File: src/rtl/counter_pkg.sv
// Shared definitions for the PWM period counter and its comparator.
// COUNTER_ONESHOT_EN selects saturate-and-hold instead of wrap in next_count.
package counter_pkg;

  localparam int COUNTER_DEFAULT_WIDTH = 16;

  // Operates on 32-bit zero-extended values so any BIT_WIDTH up to 32 can share it.
  function automatic logic [31:0] next_count(input logic [31:0] count,
                                             input logic [31:0] max);
`ifdef COUNTER_ONESHOT_EN
    return (count >= max) ? max : count + 32'd1;
`else
    return (count >= max) ? 32'd0 : count + 32'd1;
`endif
  endfunction

endpackage

File: src/rtl/counter.sv
// PWM period timebase: counts 0..MaxCount while enabled, flags terminal count on Done.
// Both outputs registered; COUNTER_ONESHOT_EN makes it stop at MaxCount instead of wrapping.
module counter
  import counter_pkg::*;
#(
  parameter int BIT_WIDTH = COUNTER_DEFAULT_WIDTH
) (
  input  logic                 MClk,
  input  logic                 Reset,
  input  logic                 Enable,
  input  logic [BIT_WIDTH-1:0] MaxCount,
  output logic                 Done,
  output logic [BIT_WIDTH-1:0] Count
);

  logic [BIT_WIDTH-1:0] count_q, count_d;
  logic                 done_q, done_d;

  // Done tracks the value being loaded, so it is high exactly while Count==MaxCount.
  always_comb begin
    count_d = '0;
    done_d  = 1'b0;
    if (Enable) begin
      count_d = BIT_WIDTH'(next_count(32'(count_q), 32'(MaxCount)));
      done_d  = (count_d == MaxCount);
    end
  end

  always_ff @(posedge MClk or posedge Reset) begin
    if (Reset) begin
      count_q <= '0;
      done_q  <= 1'b0;
    end else begin
      count_q <= count_d;
      done_q  <= done_d;
    end
  end

  assign Count = count_q;
  assign Done  = done_q;

endmodule

File: config.mk
export PLATFORM = sky130hd
export DESIGN_NAME = counter
export DESIGN_NICKNAME = d
export VERILOG_FILES = /design/src/rtl/counter_pkg.sv /design/src/rtl/counter.sv
export SDC_FILE = /design/constraint.sdc
export NUM_CORES = 1
export LEC_CHECK = 0
export BUFFER_PORTS_ARGS = -buffer_cell sky130_fd_sc_hd__buf_2
export CAP_MARGIN = 0
export CORE_UTILIZATION = 45
export CTS_BUF_LIST = sky130_fd_sc_hd__clkbuf_8
export CTS_CLUSTER_SIZE = 30
export DETAILED_ROUTE_END_ITERATION = 12
export HOLD_SLACK_MARGIN = 0.1
export PLACE_DENSITY = 0.68
export SLEW_MARGIN = 20
export SYNTH_ARGS = -nofsm -noshare
export SYNTH_HDL_FRONTEND = slang
export SYNTH_SLANG_ARGS = --single-unit
File: constraint.sdc
create_clock -name MClk -period 3.7 [get_ports MClk]
set_input_delay 0 -clock MClk [delete_from_list [all_inputs] [get_ports MClk]]
set_output_delay 0 -clock MClk [all_outputs]
set_load 0.005 [all_outputs]
### Word-level counts from Yosys, hierarchy flattened

Cells that the tools add are included.

* bits in registers: 17
* bits of input ports: 19
* output and inout port bits: 17

* $add $sub $neg: 1
* order comparisons: 1
* eq/ne operators: 1
* muxes and demuxes: 3

Operators by type and width (number)
* $mux 16: 2
* $add 16x1->16 const B: 1
* $eq 16x16->1: 1
* $ge 16x16->1: 1
* $mux 1: 1

### Longest topological paths before layout

Gate-level depths: netlist (run 1).

* depth in word-level cells: 4
* mapped depth: 11
* depth with buffers taken out: 9

### Worst setup path after synthesis (run 1)

Ideal clock, no wire load.

* kind: register -> register
* start: register count_q[0], in the netlist Count[0]
* end: register done_q, in the netlist Done
* library setup time: 0.096 ns
* arrival: 2.553 ns
* required time: 3.604 ns
* slack: 1.051 ns
* cell stages (with the launch flop): 12
* cell sequence: dfrtp_1 -> inv_1 -> ha_1 -> nand2b_1 -> a2111o_1 -> a31oi_1 -> and3_1 -> buf_2 -> buf_2 -> nand2_1 -> a2bb2o_1 -> nor4_2

* longest elaborated chain between the ends: 4
* elaborated cells between the ends (all ways): 5
* those cells by class: add/sub (1); order compare (1); eq/ne (1); mux (2)

Ends and longest elaborated chain
* start: declaration: RTL line counter.sv:16 `logic [BIT_WIDTH-1:0] count_q, count_d;`
* start signal: assignment: RTL line counter.sv:34 `count_q <= count_d;`
* $add 16x1->16 / $ge 16x16->1 (equally long branches): RTL line counter_pkg.sv:13 `return (count >= max) ? 32'd0 : count + 32'd1;`
* $mux 16 *: RTL line counter_pkg.sv:13
* $eq 16x16->1 *: RTL line counter.sv:25 `done_d = (count_d == MaxCount);`
* $mux 1 *: RTL line counter.sv:23 `if (Enable) begin`
* net done_d: RTL line counter.sv:17 `logic done_q, done_d;`
* end signal: assignment: RTL line counter.sv:35 `done_q <= done_d;`
* end: declaration: RTL line counter.sv:17

Mark *: on every way through the listed nets, which the timed path passes. The rest lies on a longest branch.

### Worst setup path in the final report (run 1)

Same ends and word-level chain as after synthesis.

==> results of run 1 <==
==> layout make-up <==
class,count,area share
Clock buffer,3,0.0209
Clock inverter,1,0.00253
Inverter,20,0.0380
Multi-Input combinational cell,153,0.595
Sequential cell,17,0.215
Tap cell,46,0.0291
Timing Repair Buffer,37,0.0988
==> tightest hold or removal path, delay by kind of cell <==
kind	cells	cell delay, ns
buf+inv	1	0.11
compound gates	2	0.19
simple gates	1	0.06
==> power groups by stage <==
stage          combinational, mW  clock (mW)  sequential [mW]
5_1_grt                   0.0887       0.158            0.195
6_report                  0.0785       0.144            0.195
3_3_place_gp              0.0776           0            0.198
3_5_place_dp              0.0767           0            0.198
2_1_floorplan             0.0481           0            0.198
4_1_cts                   0.0790       0.148            0.195
==> worst max-delay path by stage <==
stage / slack (ns) / cells past startpoint / end / start
floorplan: 1.05 / 11 / Done / Count[0]
global placement: 0.81 / 9 / Done / Count[0]
detailed placement: 0.69 / 9 / Done / Count[0]
CTS: 0.68 / 9 / Done / Count[0]
global route: 0.49 / 9 / Done / Count[0]
finish: 0.66 / 9 / Done / Count[0]
==> synthesized netlist by cell type, types with 2 or more instances <==
master     n
inv_1     20
dfrtp_1   17
ha_1      17
nor2_1    15
nand2_1   13
xnor2_1   13
and3_1    10
nand3_1    8
a21oi_1    7
nor4_1     7
nand4_1    5
nor3_1     5
o21ai_0    5
a211oi_1   4
xnor3_1    4
xor2_1     4
nand2b_1   3
a211o_1    2
buf_2      2
nor4_2     2
o211ai_1   2
o31ai_1    2
or4b_1     2
==> per-stage QoR <==
stage | setup slack (ns) | util | cell area (um^2)
floorplan | 1.05 | - | 1700
global placement | 0.812 | 0.551 | 1910
detailed placement | 0.687 | 0.551 | 1910
CTS | 0.676 | 0.570 | 1980
global route | 0.492 | 0.570 | 1980
finish | 0.659 | 0.570 | 1980
==> flip-flops by register name, indices dropped and copies added (netlist names) <==
name and cells:
Done 1, Count 16
==> metal layers <==
| layer | vias up | GRT usage |
|---|---|---|
| li1 | 784 | - |
| met4 | 0 | 0.0483 |
| met1 | 734 | 0.310 |
| met2 | 32 | 0.340 |
| met5 | - | 0 |
| met3 | 4 | 0.0236 |
==> timing repair <==
item	4_1_cts	5_1_grt
hold buffers	2	0
setup buffers	0	0
hold endpoints to repair	22	0
==> cells by family (layout without fill, tap and decap cells) <==
kind of cell / count (synthesis) / after routing
flip-flops: 17 / 17
adder cells (fa/ha/maj): 17 / 17
buffers and inverters: 24 / 61
AND/OR/NAND/NOR: 81 / 81
XOR/XNOR: 21 / 21
AO/OA/AOI/OAI: 34 / 34
==> flow_metrics.env, run 1 <==
export IMPL_status="finished clean"
export IMPL_hold_path_end="Done"
export IMPL_dp_hpwl_um=3240
export IMPL_synth_xor_area_frac=0.140
export IMPL_p_total_uw=417
export IMPL_slowest_stage="dfrtp_1"
export IMPL_wl_per_cell_um=14.8
export IMPL_hold_depth=4
export IMPL_cts_resized=0
export IMPL_synth_adder_area_share=0.125
export IMPL_first_iter_violations=32
export IMPL_antennaDiodeCount=0
export IMPL_ant_nets=0
export IMPL_route_met3_wl_um=111
export IMPL_switching_power_uw=117
export IMPL_p_seq_frac=0.467
export IMPL_multi_input_area_mm2=0.00118
export IMPL_via_per_inst=5.61
export IMPL_synth_distinct_cells=48
export IMPL_crit_path_cell_trace="inv_1 > ha_1 > nand2b_1 > a2111o_1 > a31oi_1 > and3_1 > o21ai_0 > a221o_1 > nor4_2"
export IMPL_clockRootBuffer="clkbuf_8"
export IMPL_register_area_um2=425
export IMPL_clk_pin_slew_ns=0.08
export IMPL_wl_met2_um=1820
export IMPL_yosysTopAreaCell="dfrtp_1"
export IMPL_cts_tree="yes"
export IMPL_gp_congestion=0.893
export IMPL_fin_cells=277
export IMPL_synth_top_area_share=0.250
export IMPL_hp_start="MaxCount[5]"
export IMPL_fin_crit_sh=0.822
export IMPL_path_class="flop to flop"
export IMPL_htreeDepth=1
export IMPL_slew_headroom=0.542
export IMPL_worstPathMaxFanout=16
export IMPL_synth_top_family_by_area="simple AND/OR/NAND/NOR gates"
export IMPL_wirelength_um=4090
export IMPL_ys_seq_area_frac=0.250
export IMPL_drv_slew=0
export IMPL_max_freq_ghz=0.329
export IMPL_dp_cells=271
export IMPL_final_cell_mix="buf_2 (35), inv_1 (20), dfrtp_1 (17), ha_1 (17), nor2_1 (15)"
export IMPL_grt_pass1_wl_um=6760
export IMPL_syn_cell_area_mm2=0.00170
export IMPL_setup_tns_ns=0
export IMPL_cap_violations=0
export IMPL_synth_cells=194
export IMPL_timing_hold_ws_ns=0.156
export IMPL_crit_arrival_ns=3.21
export IMPL_antenna_found_initial=0
export IMPL_fin_skew_ns=0.00550
export IMPL_ys_flop_type="dfrtp_1"
export IMPL_core_area_mm2=0.00347
export IMPL_avgSynthCellArea_um2=8.77
export IMPL_rows=21
export IMPL_p_clk_frac=0.345
export IMPL_yosys_register_bits=17
export IMPL_p_leak_nw=1.05
export IMPL_rsz0062_at_grt="no"
export IMPL_synth_top_cells_by_area="dfrtp_1 (25%), ha_1 (13%), xnor2_1 (6.7%)"
export IMPL_grtUsageTotal=0.215
export IMPL_ys_async_sr_fraction=1.00
export IMPL_grt_pass1_vias=1409
export IMPL_die_width_um=63.5
export IMPL_area_growth_pct=16.1
export IMPL_yosysWarningCount=0
export IMPL_ioPinCount=36
export IMPL_finalHoldViolCount=0
export IMPL_muxShareOfSynthArea=0
export IMPL_die_h_um=63.5
export IMPL_regToRegStartpoint="Count[0]"
export IMPL_grt_max_degree=18
export IMPL_comb_power_share=0.188
export IMPL_cts_sinks=17
export IMPL_initial_core_util=0.491
export IMPL_intPower_uw=300
export IMPL_nFillCells=351
export IMPL_holdCritPathClass="input port to flop"
export IMPL_fin_nets=268
export IMPL_reg2reg_slack_ns=0.66
export IMPL_cp_top_family="compound AO/OA/AOI/OAI gates"
export IMPL_numCtsBuffers=3
export IMPL_syn_nets=230
export IMPL_synth_compound_area_share=0.146
export IMPL_critPathLaunchType="flop"
export IMPL_regToRegEndpoint="Done"
export IMPL_ir_worst_vdd_uv=172
export IMPL_synth_simple_area_share=0.280
export IMPL_io_buffer_count=35
export IMPL_critPathBufInv=1
export IMPL_worstMarginPinSlew_ns=0.686
export IMPL_switching_share=0.281
export IMPL_dr_pass1_iters=4
export IMPL_critPathRequiredTime_ns=3.87
export IMPL_max_stage_delay_ns=0.52
export IMPL_finalSetupViolCount=0
export IMPL_fin_crit_ns=3.04
export IMPL_highest_layer="met4"
export IMPL_layout_cells_most_common="buf_2"
export IMPL_end_kind="flop"
export IMPL_synth_edf_count=0
export IMPL_grt_overflow_total=0
export IMPL_die_area_mm2=0.00403
export IMPL_power_density_mw_per_mm2=211
export IMPL_m1WireLength_um=2100
export IMPL_drive_gt1_frac=0.212
export IMPL_clockBufferDepth=2
export IMPL_reg2reg_depth=9
export IMPL_vias=1554
export IMPL_drc=0
export IMPL_insertion_delay_ns=0.25
No activity file was read; power rests on OpenSTA's default activity.
==> run 2: changes to the inputs <==
- PLACE_DENSITY: 0.68 -> 0.7
- clock period: 3.7 -> 2.6 ns (I/O delays scaled with it)
==> flow_metrics.env, run 2 (synthesized netlist as in run 1, its figures left out) <==
export IMPL_rows=21
export IMPL_cts_sinks=17
export IMPL_vias=1663
export IMPL_worstPathMaxFanout=7
export IMPL_fin_nets=289
export IMPL_setup_tns_ns=0
export IMPL_crit_arrival_ns=2.66
export IMPL_path_class="flop to flop"
export IMPL_cap_violations=0
export IMPL_clockBufferDepth=2
export IMPL_cp_top_family="simple AND/OR/NAND/NOR gates"
export IMPL_area_growth_pct=32.9
export IMPL_antenna_found_initial=0
export IMPL_regToRegEndpoint="Done"
export IMPL_io_buffer_count=35
export IMPL_die_area_mm2=0.00403
export IMPL_hp_start="MaxCount[6]"
export IMPL_die_h_um=63.5
export IMPL_crit_path_cell_trace="buf_4 > ha_1 > nand3_4 > nor4_4 > xnor2_1 > or4b_1 > a21oi_1 > o21ai_0 > nor4_2"
export IMPL_layout_cells_most_common="buf_2"
export IMPL_via_per_inst=5.58
export IMPL_drv_slew=0
export IMPL_drive_gt1_frac=0.345
export IMPL_clk_pin_slew_ns=0.08
export IMPL_reg2reg_depth=9
export IMPL_grt_overflow_total=0
export IMPL_initial_core_util=0.491
export IMPL_slew_headroom=0.534
export IMPL_dp_hpwl_um=3620
export IMPL_finalHoldViolCount=0
export IMPL_grt_max_degree=18
export IMPL_fin_crit_ns=2.50
export IMPL_numCtsBuffers=3
export IMPL_largest_reg_flops=16
export IMPL_finalSetupViolCount=0
export IMPL_max_freq_ghz=0.400
export IMPL_worstMarginPinSlew_ns=0.698
export IMPL_clockRootBuffer="clkbuf_8"
export IMPL_grt_pass1_vias=1619
export IMPL_reg2reg_slack_ns=0.10
export IMPL_critPathBufInv=1
export IMPL_insertion_delay_ns=0.25
export IMPL_cp_depth=9
export IMPL_die_width_um=63.5
export IMPL_holdCritPathClass="input port to flop"
export IMPL_ioPinCount=36
export IMPL_wirelength_um=4820
export IMPL_ant_nets=0
export IMPL_critPathRequiredTime_ns=2.76
export IMPL_nFillCells=305
export IMPL_first_iter_violations=64
export IMPL_end_kind="flop"
export IMPL_max_stage_delay_ns=0.49
export IMPL_wl_per_cell_um=16.2
export IMPL_fin_skew_ns=0.00191
export IMPL_critPathLaunchType="flop"
export IMPL_cts_tree="yes"
export IMPL_crit_path_end="Done"
export IMPL_dr_pass1_iters=4
export IMPL_p_leak_nw=1.19
export IMPL_antennaDiodeCount=0
export IMPL_final_area_mm2=0.00226
export IMPL_drc=0
export IMPL_grtUsageTotal=0.235
export IMPL_critPathLaunch="Count[0]"
export IMPL_htreeDepth=1
export IMPL_fin_crit_sh=0.961
export IMPL_status="finished clean"
export IMPL_ir_worst_vdd_uv=248
export IMPL_grt_pass1_wl_um=7450
export IMPL_dp_cells=289
export IMPL_slowest_stage="or4b_1"
export IMPL_gp_congestion=0.960
export IMPL_power_density_mw_per_mm2=270
export IMPL_regToRegStartpoint="Count[0]"
export IMPL_core_area_mm2=0.00347
export IMPL_dpl_instance_area_mm2=0.00205
export IMPL_final_cell_mix="buf_2 (35), inv_1 (20), buf_4 (20), nor2_1 (15), ha_1 (14)"
export IMPL_p_total_uw=611
export IMPL_fin_cells=298
==> run 2: layer usage <==
layer,track usage,wire [um]
met5,0,0
met4,0.0767,16
met3,0.0163,152
met2,0.407,2440
met1,0.307,2210
==> run 2: how the worst min path moves through the flow <==
stage                            to  slack [ns]  cells past startpoint
after global routing           Done        0.20                      4
after floorplan           Count[10]       -0.07                      1
final                          Done        0.18                      4
after CTS                      Done        0.19                      4
after global placement     Count[2]        0.15                      2
after detailed placement   Count[2]        0.15                      2
==> run 2: final cells by class <==
cell class | count | area (um^2) | area share
Clock inverter | 1 | 5.00 | 0.00221
Sequential cell | 17 | 432 | 0.191
Clock buffer | 3 | 41.3 | 0.0183
Tap cell | 46 | 57.6 | 0.0254
Timing Repair Buffer | 57 | 345 | 0.153
Inverter | 20 | 75.1 | 0.0332
Multi-Input combinational cell | 154 | 1310 | 0.577
==> run 2: repair_timing <==
action,CTS,global route
hold buffers,2,0
setup buffers,0,2
pin swaps,0,7
endpoints found under the hold margin,22,0
gates cloned,0,1
gates resized for setup,1,21
endpoints found under the setup margin,1,13
==> run 2: where the power goes <==
part / internal [mW] / switching (mW)
logic: 0.0563 / 0.0698
registers: 0.268 / 0.00746
clock network: 0.106 / 0.103
total: 0.431 / 0.180
==> run 2: metrics by stage <==
stage / hold WS, ns / worst slack, ns / utilization
floorplan: -0.0740 / 0.0286 / -
global placement: 0.146 / 0.0624 / 0.590
detailed placement: 0.150 / -0.00176 / 0.590
CTS: 0.186 / 0.0197 / 0.609
global route: 0.200 / -0.0674 / 0.652
finish: 0.183 / 0.102 / 0.652
==> run 2: worst register-to-register path, stage by stage (launching register included) <==
cell and delay, ns:
dfrtp_2 0.36, buf_4 0.16, ha_1 0.27, nand3_4 0.15, nor4_4 0.32, xnor2_1 0.23
or4b_1 0.49, a21oi_1 0.16, o21ai_0 0.12, nor4_2 0.14
==> run 3: changes to the inputs <==
- CORE_UTILIZATION: 45 -> 40
- PLACE_DENSITY: 0.7 -> default
==> flow_metrics.env, run 3 (synthesized netlist as in run 1, its figures left out) <==
export IMPL_slew_headroom=0.535
export IMPL_htreeDepth=1
export IMPL_intPower_uw=434
export IMPL_timing_hold_ws_ns=0.190
export IMPL_fin_skew_ns=0.00257
export IMPL_rows=23
export IMPL_ioPinCount=36
export IMPL_gp_congestion=0.903
export IMPL_finalWorstSetupSlack_ns=0.0722
export IMPL_grt_max_degree=18
export IMPL_max_stage_delay_ns=0.41
export IMPL_fin_crit_ns=2.53
export IMPL_area_growth_pct=36.4
export IMPL_ant_nets=0
export IMPL_die_width_um=67.2
export IMPL_power_density_mw_per_mm2=266
export IMPL_p_clk_frac=0.347
export IMPL_fin_crit_sh=0.972
export IMPL_critPathLaunchType="flop"
export IMPL_cts_tree="yes"
export IMPL_slowest_stage="dfrtp_1"
export IMPL_p_total_uw=618
export IMPL_p_leak_nw=1.24
export IMPL_drive_gt1_frac=0.367
export IMPL_fin_nets=296
export IMPL_cp_top_family="compound AO/OA/AOI/OAI gates"
export IMPL_crit_path_cell_trace="ha_1 > nand4_1 > a211o_1 > and3_2 > a211o_1 > a221o_1 > nor4_4"
export IMPL_dp_hpwl_um=3820
export IMPL_setup_tns_ns=0
export IMPL_final_area_mm2=0.00232
export IMPL_clockRootBuffer="clkbuf_8"
export IMPL_vias=1720
export IMPL_core_area_mm2=0.00403
export IMPL_antenna_found_initial=0
export IMPL_cts_sinks=17
export IMPL_max_freq_ghz=0.396
export IMPL_die_area_mm2=0.00452
export IMPL_wirelength_um=4980
export IMPL_via_per_inst=5.57
export IMPL_layout_cells_most_common="buf_2"
export IMPL_end_kind="flop"
export IMPL_wl_per_cell_um=16.1
export IMPL_cp_common_cell="a211o_1"
export IMPL_numCtsBuffers=3
export IMPL_finalSetupViolCount=0
export IMPL_status="finished clean"
export IMPL_p_seq_frac=0.446
export IMPL_finalHoldViolCount=0
export IMPL_switching_share=0.298
export IMPL_dp_cells=297
export IMPL_worstMarginPinSlew_ns=0.697
export IMPL_clockBufferDepth=2
export IMPL_final_util=0.576
export IMPL_drv_slew=0
export IMPL_die_h_um=67.2
export IMPL_largest_reg_flops=16
export IMPL_dpl_instance_area_mm2=0.00208
export IMPL_worstPathMaxFanout=4
export IMPL_drc=0
export IMPL_switching_power_uw=184
export IMPL_final_cell_mix="buf_2 (35), buf_4 (27), inv_1 (19), nor2_1 (15), ha_1 (15)"
export IMPL_io_buffer_count=35
export IMPL_initial_core_util=0.422
export IMPL_critPathRequiredTime_ns=2.77
export IMPL_holdCritPathClass="input port to flop"
export IMPL_fin_cells=309
export IMPL_grt_overflow_total=0
export IMPL_grt_pass1_wl_um=7780
export IMPL_clk_pin_slew_ns=0.08
export IMPL_grtUsageTotal=0.232
export IMPL_insertion_delay_ns=0.26
export IMPL_first_iter_violations=79
export IMPL_cap_violations=0
export IMPL_path_class="flop to flop"
export IMPL_critPathBufInv=0
export IMPL_dp_slack_ns=-0.0442
export IMPL_comb_power_share=0.206
export IMPL_crit_arrival_ns=2.70
export IMPL_antennaDiodeCount=0
export IMPL_grt_pass1_vias=1671
export IMPL_ir_worst_vdd_uv=142
export IMPL_dr_pass1_iters=4
==> run 3: worst reg2reg max path, stage by stage, from the launching register on <==
cell     delay, ns
dfrtp_1       0.41
ha_1          0.33
nand4_1       0.17
a211o_1       0.37
and3_2        0.27
a211o_1       0.26
a221o_1       0.36
nor4_4        0.27
==> run 3: repair_timing <==
| item | in CTS | in global routing |
|---|---|---|
| hold endpoints to repair | 22 | 0 |
| gates cloned | 0 | 1 |
| setup buffers | 0 | 5 |
| resized for setup | 3 | 22 |
| endpoints found under the setup margin | 1 | 11 |
| hold buffers | 2 | 0 |
| pin swaps | 0 | 10 |
==> run 3: path summary, 6_finish.rpt <==
path                               from  endpoint  cells past startpoint  slack [ns]
hold / removal             MaxCount[13]      Done                      4        0.19
hold reg to reg                Count[0]  Count[0]                      3        0.70
max in group asynchronous         Reset  Count[5]                      3        1.72
setup / recovery              Count[15]      Done                      7        0.07
min in group asynchronous         Reset  Count[3]                      3        0.39
setup reg to reg              Count[15]      Done                      7        0.07
==> run 3: layout make-up <==
type | instances | area (um^2)
inverters | 20 | 75.1
flip-flops and latches | 17 | 430
multi-input cells | 154 | 1310
fillers | 390 | 1710
well taps | 50 | 62.6
clock buffers | 3 | 41.3
repair buffers | 64 | 398
clock inverters | 1 | 5.00
==> run 3: layer usage <==
metal  GRT usage  routed length [um]  part of all wire
met5           0                   0                 0
met4      0.0559                  95             0.019
met2       0.419                2440              0.49
met1       0.292                2260              0.45
met3      0.0253                 173             0.035
==> run 3: power by group through the flow <==
stage / sequential, mW / combinational [mW] / clock [mW]
2_1_floorplan: 0.282 / 0.0685 / 0
3_3_place_gp: 0.280 / 0.117 / 0
3_5_place_dp: 0.280 / 0.117 / 0
4_1_cts: 0.275 / 0.121 / 0.221
5_1_grt: 0.277 / 0.144 / 0.229
6_report: 0.276 / 0.128 / 0.214
